### config.mk
export PLATFORM = sky130hd
export DESIGN_NAME = dsp_mac_scheduler
export DESIGN_NICKNAME = d
export VERILOG_FILES = /design/src/rtl/dsp_mac_scheduler.sv
export SDC_FILE = /design/constraint.sdc
export NUM_CORES = 1
export LEC_CHECK = 0
export ABC_AREA = 1
export BUFFER_PORTS_ARGS = -buffer_cell sky130_fd_sc_hd__buf_2
export CORE_MARGIN = 1
export CORE_UTILIZATION = 51
export DETAILED_ROUTE_END_ITERATION = 7
export PLACE_DENSITY = 0.73
export SLEW_MARGIN = 0
export SYNTH_ARGS = -nofsm -noshare
export SYNTH_HDL_FRONTEND = slang
export SYNTH_SLANG_ARGS = --single-unit
### constraint.sdc
create_clock -name clk -period 1.66 [get_ports clk]
set_input_delay 0.083 -clock clk [delete_from_list [all_inputs] [get_ports clk]]
set_output_delay 0.083 -clock clk [all_outputs]
set_load 0.005 [all_outputs]
### src/rtl/dsp_mac_scheduler.sv
// Sequencer for the shared DSP multiply-accumulate datapath: per sample tick, TAPS ops for ch0 then ch1,
// delayed result-store strobes, then one valid pulse. Optional macro SCHED_OVERRUN_COUNT_EN adds a dropped-tick counter.
module dsp_mac_scheduler #(
   parameter int TAPS        = 4,
   parameter int MAC_LATENCY = 2
) (
   input  logic                    clk,
   input  logic                    rst,
   input  logic                    tick_in,
   input  logic                    clr_in,
   input  logic                    filter_en_in,
   output logic                    mac_en_out,
   output logic                    mac_start_out,
   output logic                    chan_out,
   output logic [$clog2(TAPS)-1:0] tap_out,
   output logic                    store_out,
   output logic                    store_chan_out,
   output logic                    valid_out,
   output logic                    bypass_out,
   output logic                    busy_out,
   output logic                    overrun_out
`ifdef SCHED_OVERRUN_COUNT_EN
   ,
   output logic [7:0]              overrun_count_out
`endif
);

   localparam int TAP_W = $clog2(TAPS);

   typedef enum logic [1:0] {S_IDLE, S_CH0, S_CH1, S_DRAIN} state_e;

   state_e                 state_q;
   logic                   mac_en_q, mac_start_q, chan_q;
   logic [TAP_W-1:0]       tap_q;
   logic                   valid_q, bypass_q, busy_q, overrun_q;
   logic [MAC_LATENCY-1:0] dl_v_q, dl_c_q;

   logic                   last_tap_d, store_in_d, store_chan_in_d, drain_done_d;
   logic [TAP_W-1:0]       tap_d;

   always_comb begin
      last_tap_d      = (tap_q == TAP_W'(TAPS - 1));
      tap_d           = tap_q + TAP_W'(1);
      store_in_d      = mac_en_q & last_tap_d;
      store_chan_in_d = store_in_d & chan_q;
      drain_done_d    = dl_v_q[MAC_LATENCY-1] & dl_c_q[MAC_LATENCY-1];
   end

   // The store delay line models the MAC pipeline; it is reset and flushed so an aborted run leaves no strobes.
   always_ff @(posedge clk) begin
      if (rst || clr_in) begin
         dl_v_q <= '0;
         dl_c_q <= '0;
      end else begin
         // NOTE: non-blocking assignments let every stage shift from its old value regardless of loop order.
         dl_v_q[0] <= store_in_d;
         dl_c_q[0] <= store_chan_in_d;
         for (int i = 1; i < MAC_LATENCY; i++) begin
            dl_v_q[i] <= dl_v_q[i-1];
            dl_c_q[i] <= dl_c_q[i-1];
         end
      end
   end

   always_ff @(posedge clk) begin
      if (rst) begin
         state_q     <= S_IDLE;
         mac_en_q    <= 1'b0;
         mac_start_q <= 1'b0;
         chan_q      <= 1'b0;
         tap_q       <= '0;
         valid_q     <= 1'b0;
         bypass_q    <= 1'b0;
         busy_q      <= 1'b0;
         overrun_q   <= 1'b0;
      end else if (clr_in) begin
         state_q     <= S_IDLE;
         mac_en_q    <= 1'b0;
         mac_start_q <= 1'b0;
         chan_q      <= 1'b0;
         tap_q       <= '0;
         valid_q     <= 1'b0;
         bypass_q    <= 1'b0;
         busy_q      <= 1'b0;
         overrun_q   <= 1'b0;
      end else begin
         valid_q  <= 1'b0;
         bypass_q <= 1'b0;
         if (tick_in && busy_q) overrun_q <= 1'b1;
         case (state_q)
            S_IDLE: begin
               if (tick_in && filter_en_in) begin
                  state_q     <= S_CH0;
                  mac_en_q    <= 1'b1;
                  mac_start_q <= 1'b1;
                  chan_q      <= 1'b0;
                  tap_q       <= '0;
                  busy_q      <= 1'b1;
               end else if (tick_in) begin
                  valid_q  <= 1'b1;
                  bypass_q <= 1'b1;
               end
            end
            S_CH0: begin
               if (last_tap_d) begin
                  state_q     <= S_CH1;
                  chan_q      <= 1'b1;
                  tap_q       <= '0;
                  mac_start_q <= 1'b1;
               end else begin
                  tap_q       <= tap_d;
                  mac_start_q <= 1'b0;
               end
            end
            S_CH1: begin
               if (last_tap_d) begin
                  state_q     <= S_DRAIN;
                  mac_en_q    <= 1'b0;
                  mac_start_q <= 1'b0;
                  chan_q      <= 1'b0;
                  tap_q       <= '0;
               end else begin
                  tap_q       <= tap_d;
                  mac_start_q <= 1'b0;
               end
            end
            S_DRAIN: begin
               if (drain_done_d) begin
                  state_q <= S_IDLE;
                  valid_q <= 1'b1;
                  busy_q  <= 1'b0;
               end
            end
            default: state_q <= S_IDLE;
         endcase
      end
   end

`ifdef SCHED_OVERRUN_COUNT_EN
   logic [7:0] ovr_cnt_q;

   always_ff @(posedge clk) begin
      if (rst || clr_in) begin
         ovr_cnt_q <= '0;
      end else if (tick_in && busy_q && (ovr_cnt_q != 8'hFF)) begin
         ovr_cnt_q <= ovr_cnt_q + 8'd1;
      end
   end

   assign overrun_count_out = ovr_cnt_q;
`endif

   assign mac_en_out     = mac_en_q;
   assign mac_start_out  = mac_start_q;
   assign chan_out       = chan_q;
   assign tap_out        = tap_q;
   assign store_out      = dl_v_q[MAC_LATENCY-1];
   assign store_chan_out = dl_c_q[MAC_LATENCY-1];
   assign valid_out      = valid_q;
   assign bypass_out     = bypass_q;
   assign busy_out       = busy_q;
   assign overrun_out    = overrun_q;

endmodule

==> Flow_metrics.wiki <==
{| class="wikitable"
! Metric !! Value
|-
| Initial cell density of the core || roughly 56%
|-
| Die outline height || 40.37 um
|-
| Final total negative setup slack || 0 ns
|-
| Most used standard cell by instance count after synthesis || sky130_fd_sc_hd__dfxtp_1
|-
| Drt first pass iters || 4
|-
| Slowest CP cell || sky130_fd_sc_hd__dfxtp_1
|-
| Synth Register Bits || 15
|-
| Die X || about 40 um
|-
| Max incr delay on CP || 0.41 ns
|-
| Slew @ Worst Pin || ~0.25 ns
|-
| Max-cap viol count || 0
|-
| Combinational Power Share || 18.2%
|-
| Total Power Consumption || 0.0007246 W
|-
| Layout overhead on the synthesized area || 16.17%
|-
| Summed instance area of the synthesized netlist || between 700 and 800 um2
|-
| Cell leakage power || ~0.41 nW
|-
| Inserted Clock Buffers || 3
|-
| Yosys warning count || 0
|-
| Critical Path, Cell by Cell || inv_1 > ha_1 > nand2_2 > nand2_4 > o21ai_0 > nor2_1
|-
| Distinct cells, synth || 21
|-
| Worst hold slack after final layout || ~0.07 ns
|-
| Remaining DRCs || 0
|-
| Power Dens Cells || between 800 and 900 nW/um2
|-
| Number of global-route vias before repair || around 530
|-
| Hold Path Stages || 4
|-
| Worst hold path class || in -> reg
|-
| Final net count || around 120
|-
| Antenna violations before repair || 0
|-
| GR Util All Layers || between 20% and 30%
|-
| Standard-cell row count || 13
|-
| Required time of the critical path || 1.85 ns
|-
| Min cycle time layout || 1.419 ns
|-
| Cell-internal power || between 0.0005 and 0.0006 W
|-
| Worst-path clk slew || around 0.09 ns
|-
| Capturing element type of the critical path || register
|-
| Reported net switching power || about 0.00022 W
|-
| Count of instances resized after the clock tree is built || 0
|-
| Max-Slew Margin vs Limit || approximately 83%
|-
| Fraction of power spent switching nets || 30.12%
|-
| Placeable Area || 1334 um2
|-
| Ant diodes || 0
|-
| Die outline area || approximately 1600 um2
|-
| Maximum number of buffers from clock root to sink || 2
|-
| Final weighted congestion in routability-driven placement || 0.8955
|-
| Root buf cell || sky130_fd_sc_hd__clkbuf_4
|-
| CTS Sinks || 15
|-
| Achievable frequency || 704.8 MHz
|-
| Finished layout cell area || 872.1 um2
|-
| Number of buffers inserted by post-CTS setup repair || 0
|-
| Commonest register cell after synthesis || sky130_fd_sc_hd__dfxtp_1
|-
| Final Routed Wirelength || ~1500 um
|-
| CP max FO || 5
|-
| Non-filler instance count after layout || about 130
|-
| Layout cell share with drive strength beyond 1 || 35.14%
|-
| Post-synth top cells || sky130_fd_sc_hd__dfxtp_1 (15), sky130_fd_sc_hd__nor2_1 (14), sky130_fd_sc_hd__inv_1 (11)
|-
| Placed cells || 122
|-
| Fin crit share || 85.47%
|-
| Initial DRC Count || 9
|-
| Startpoint type of the worst setup path || register
|-
| Setup repair after global routing missed its margin || false
|-
| Number of endpoints failing setup at the final stage || 0
|-
| Type of the worst setup path || reg -> reg
|-
| Critical Path AT || between 1.5 and 2 ns
|-
| Final Hold Fails || 0
|-
| I/O pin count || 16
|-
| Post-synthesis average cell area || 8.160 um2
|-
| DPL Wire Length || 1090 um
|-
| Count of nets left with antenna violations after detail routing || 0
|-
| Pin count of the biggest net entering global routing || 11
|-
| Cell taking the most area after synthesis || sky130_fd_sc_hd__dfxtp_1
|-
| Final Slew Violations || 0
|-
| Portion of the post-synthesis area used by sequential elements || roughly 40%
|-
| Ranking of synthesized cells by area || sky130_fd_sc_hd__dfxtp_1 (40%), sky130_fd_sc_hd__ha_1 (12%), sky130_fd_sc_hd__nor2_1 (7.0%)
|-
| Proportion of register bits with asynchronous set or reset after synthesis || 0%
|-
| Number of cells on the worst reg-to-reg path || 6
|-
| Net Count, Synth || 104
|-
| Via-per-instance ratio || about 5.1
|-
| Clock latency at the later pin of the worst-skew pair || between 0.2 and 0.3 ns
|-
| Routed length per placed instance || approximately 12 um
|-
| Total of hold buffers inserted after clock tree synthesis || 0
|-
| TritonCTS clock tree || built
|-
| Flop pwr share || a little over half
|-
| Total congestion overflow || 0
|-
| Maximum vdd drop || roughly 460 uV
|-
| Number of buffers inserted by port buffering || 15
|-
| Clock Power Share || between 20% and 30%
|-
| First-pass GRT wire length || roughly 2200 um
|-
| Post-DP Area || between 800 and 900 um2
|-
| Post-synth EDFFs || 0
|-
| Routed via count || about 640
|-
| Number of levels in the clock H-tree || 1
|-
| Outcome || finished, final reports clean
|-
| Clock tree skew after final layout || between 0.004 and 0.005 ns
|-
| Instance count of the mapped netlist || 92
|-
| Share of the synthesized area in the top cell type || ~40%
|}
==> metal layers <==
metal,vias up,track usage (%),routed length [um]
met5,-,0,0
met4,0,12.50,43
met3,5,5.000,82
met2,24,36.90,657
met1,287,24.00,676
li1,328,-,-
==> cell usage in the layout (no fill, tap or decap), types with 3 or more instances in the layout <==
cell type and n:
sky130_fd_sc_hd__inv_1 11, sky130_fd_sc_hd__nor2_1 14, sky130_fd_sc_hd__a21oi_1 3, sky130_fd_sc_hd__buf_2 15
sky130_fd_sc_hd__nand2_1 10, sky130_fd_sc_hd__dfxtp_1 15, sky130_fd_sc_hd__inv_2 3, sky130_fd_sc_hd__o21ai_0 4
sky130_fd_sc_hd__ha_1 7, sky130_fd_sc_hd__a21oi_2 3, sky130_fd_sc_hd__nand2_2 8, sky130_fd_sc_hd__clkbuf_4 3
==> power groups by stage <==
stage          Clock (W)  Sequential (W)  Combinational, W
2_1_floorplan          0        0.000386         0.0000963
3_3_place_gp           0        0.000386          0.000128
3_5_place_dp           0        0.000387          0.000130
4_1_cts         0.000219        0.000378          0.000131
5_1_grt         0.000238        0.000380          0.000147
6_report        0.000214        0.000379          0.000132
==> through the flow <==
step	util, %	setup WS (ns)
finish	65.38	0.2412
global route	65.38	0.1444
CTS	65.38	0.2676
detailed placement	63.32	0.2907
global placement	63.32	0.3774
floorplan	-	0.4238
==> final cells by class <==
class	count	area [um2]
Multi-Input combinational cell	63	397.9
Fill cell	127	461.7
Timing Repair Buffer	15	75.07
Tap cell	15	18.77
Sequential cell	15	300.3
Clock buffer	3	22.52
Inverter	14	52.55
Clock inverter	1	5.005
==> critical path: cells and delay by family, from the launching register on <==
family	cells	cell delay (ns)
AO/OA/AOI/OAI	1	0.16
adder cells (fa/ha/maj)	1	0.38
buffers and inverters	1	0.12
flip-flops	1	0.41
AND/OR/NAND/NOR	3	0.24
==> flip-flops by register name, indices dropped and copies added, names as in the netlist <==
name and flops:
busy_out 1, bypass_out 1, chan_out 1, dl_c_q 2, dl_v_q 2, mac_en_out 1, mac_start_out 1, overrun_out 1
state_q 2, tap_out 2, valid_out 1
==> worst paths after layout <==
path / end / from / slack (ns)
setup / recovery: tap_out[0]$_SDFFE_PP0P_ / state_q[0]$_SDFFE_PP0P_ / 0.24
hold / removal: state_q[1]$_SDFFE_PP0P_ / rst / 0.07
setup reg to reg: tap_out[0]$_SDFFE_PP0P_ / state_q[0]$_SDFFE_PP0P_ / 0.24
hold reg to reg: dl_c_q[1]$_SDFF_PP0_ / dl_c_q[0]$_SDFF_PP0_ / 0.42
==> cells by family (layout without fill, tap and decap cells) <==
group / after synthesis / count (layout) / share of synthesized area [%]
compound gates: 11 / 11 / 9.167
simple gates: 45 / 45 / 32.17
buf+inv: 14 / 33 / 7.000
flops: 15 / 15 / 40.00
fa+ha+maj: 7 / 7 / 11.67
No activity file was read; power rests on OpenSTA's default activity.
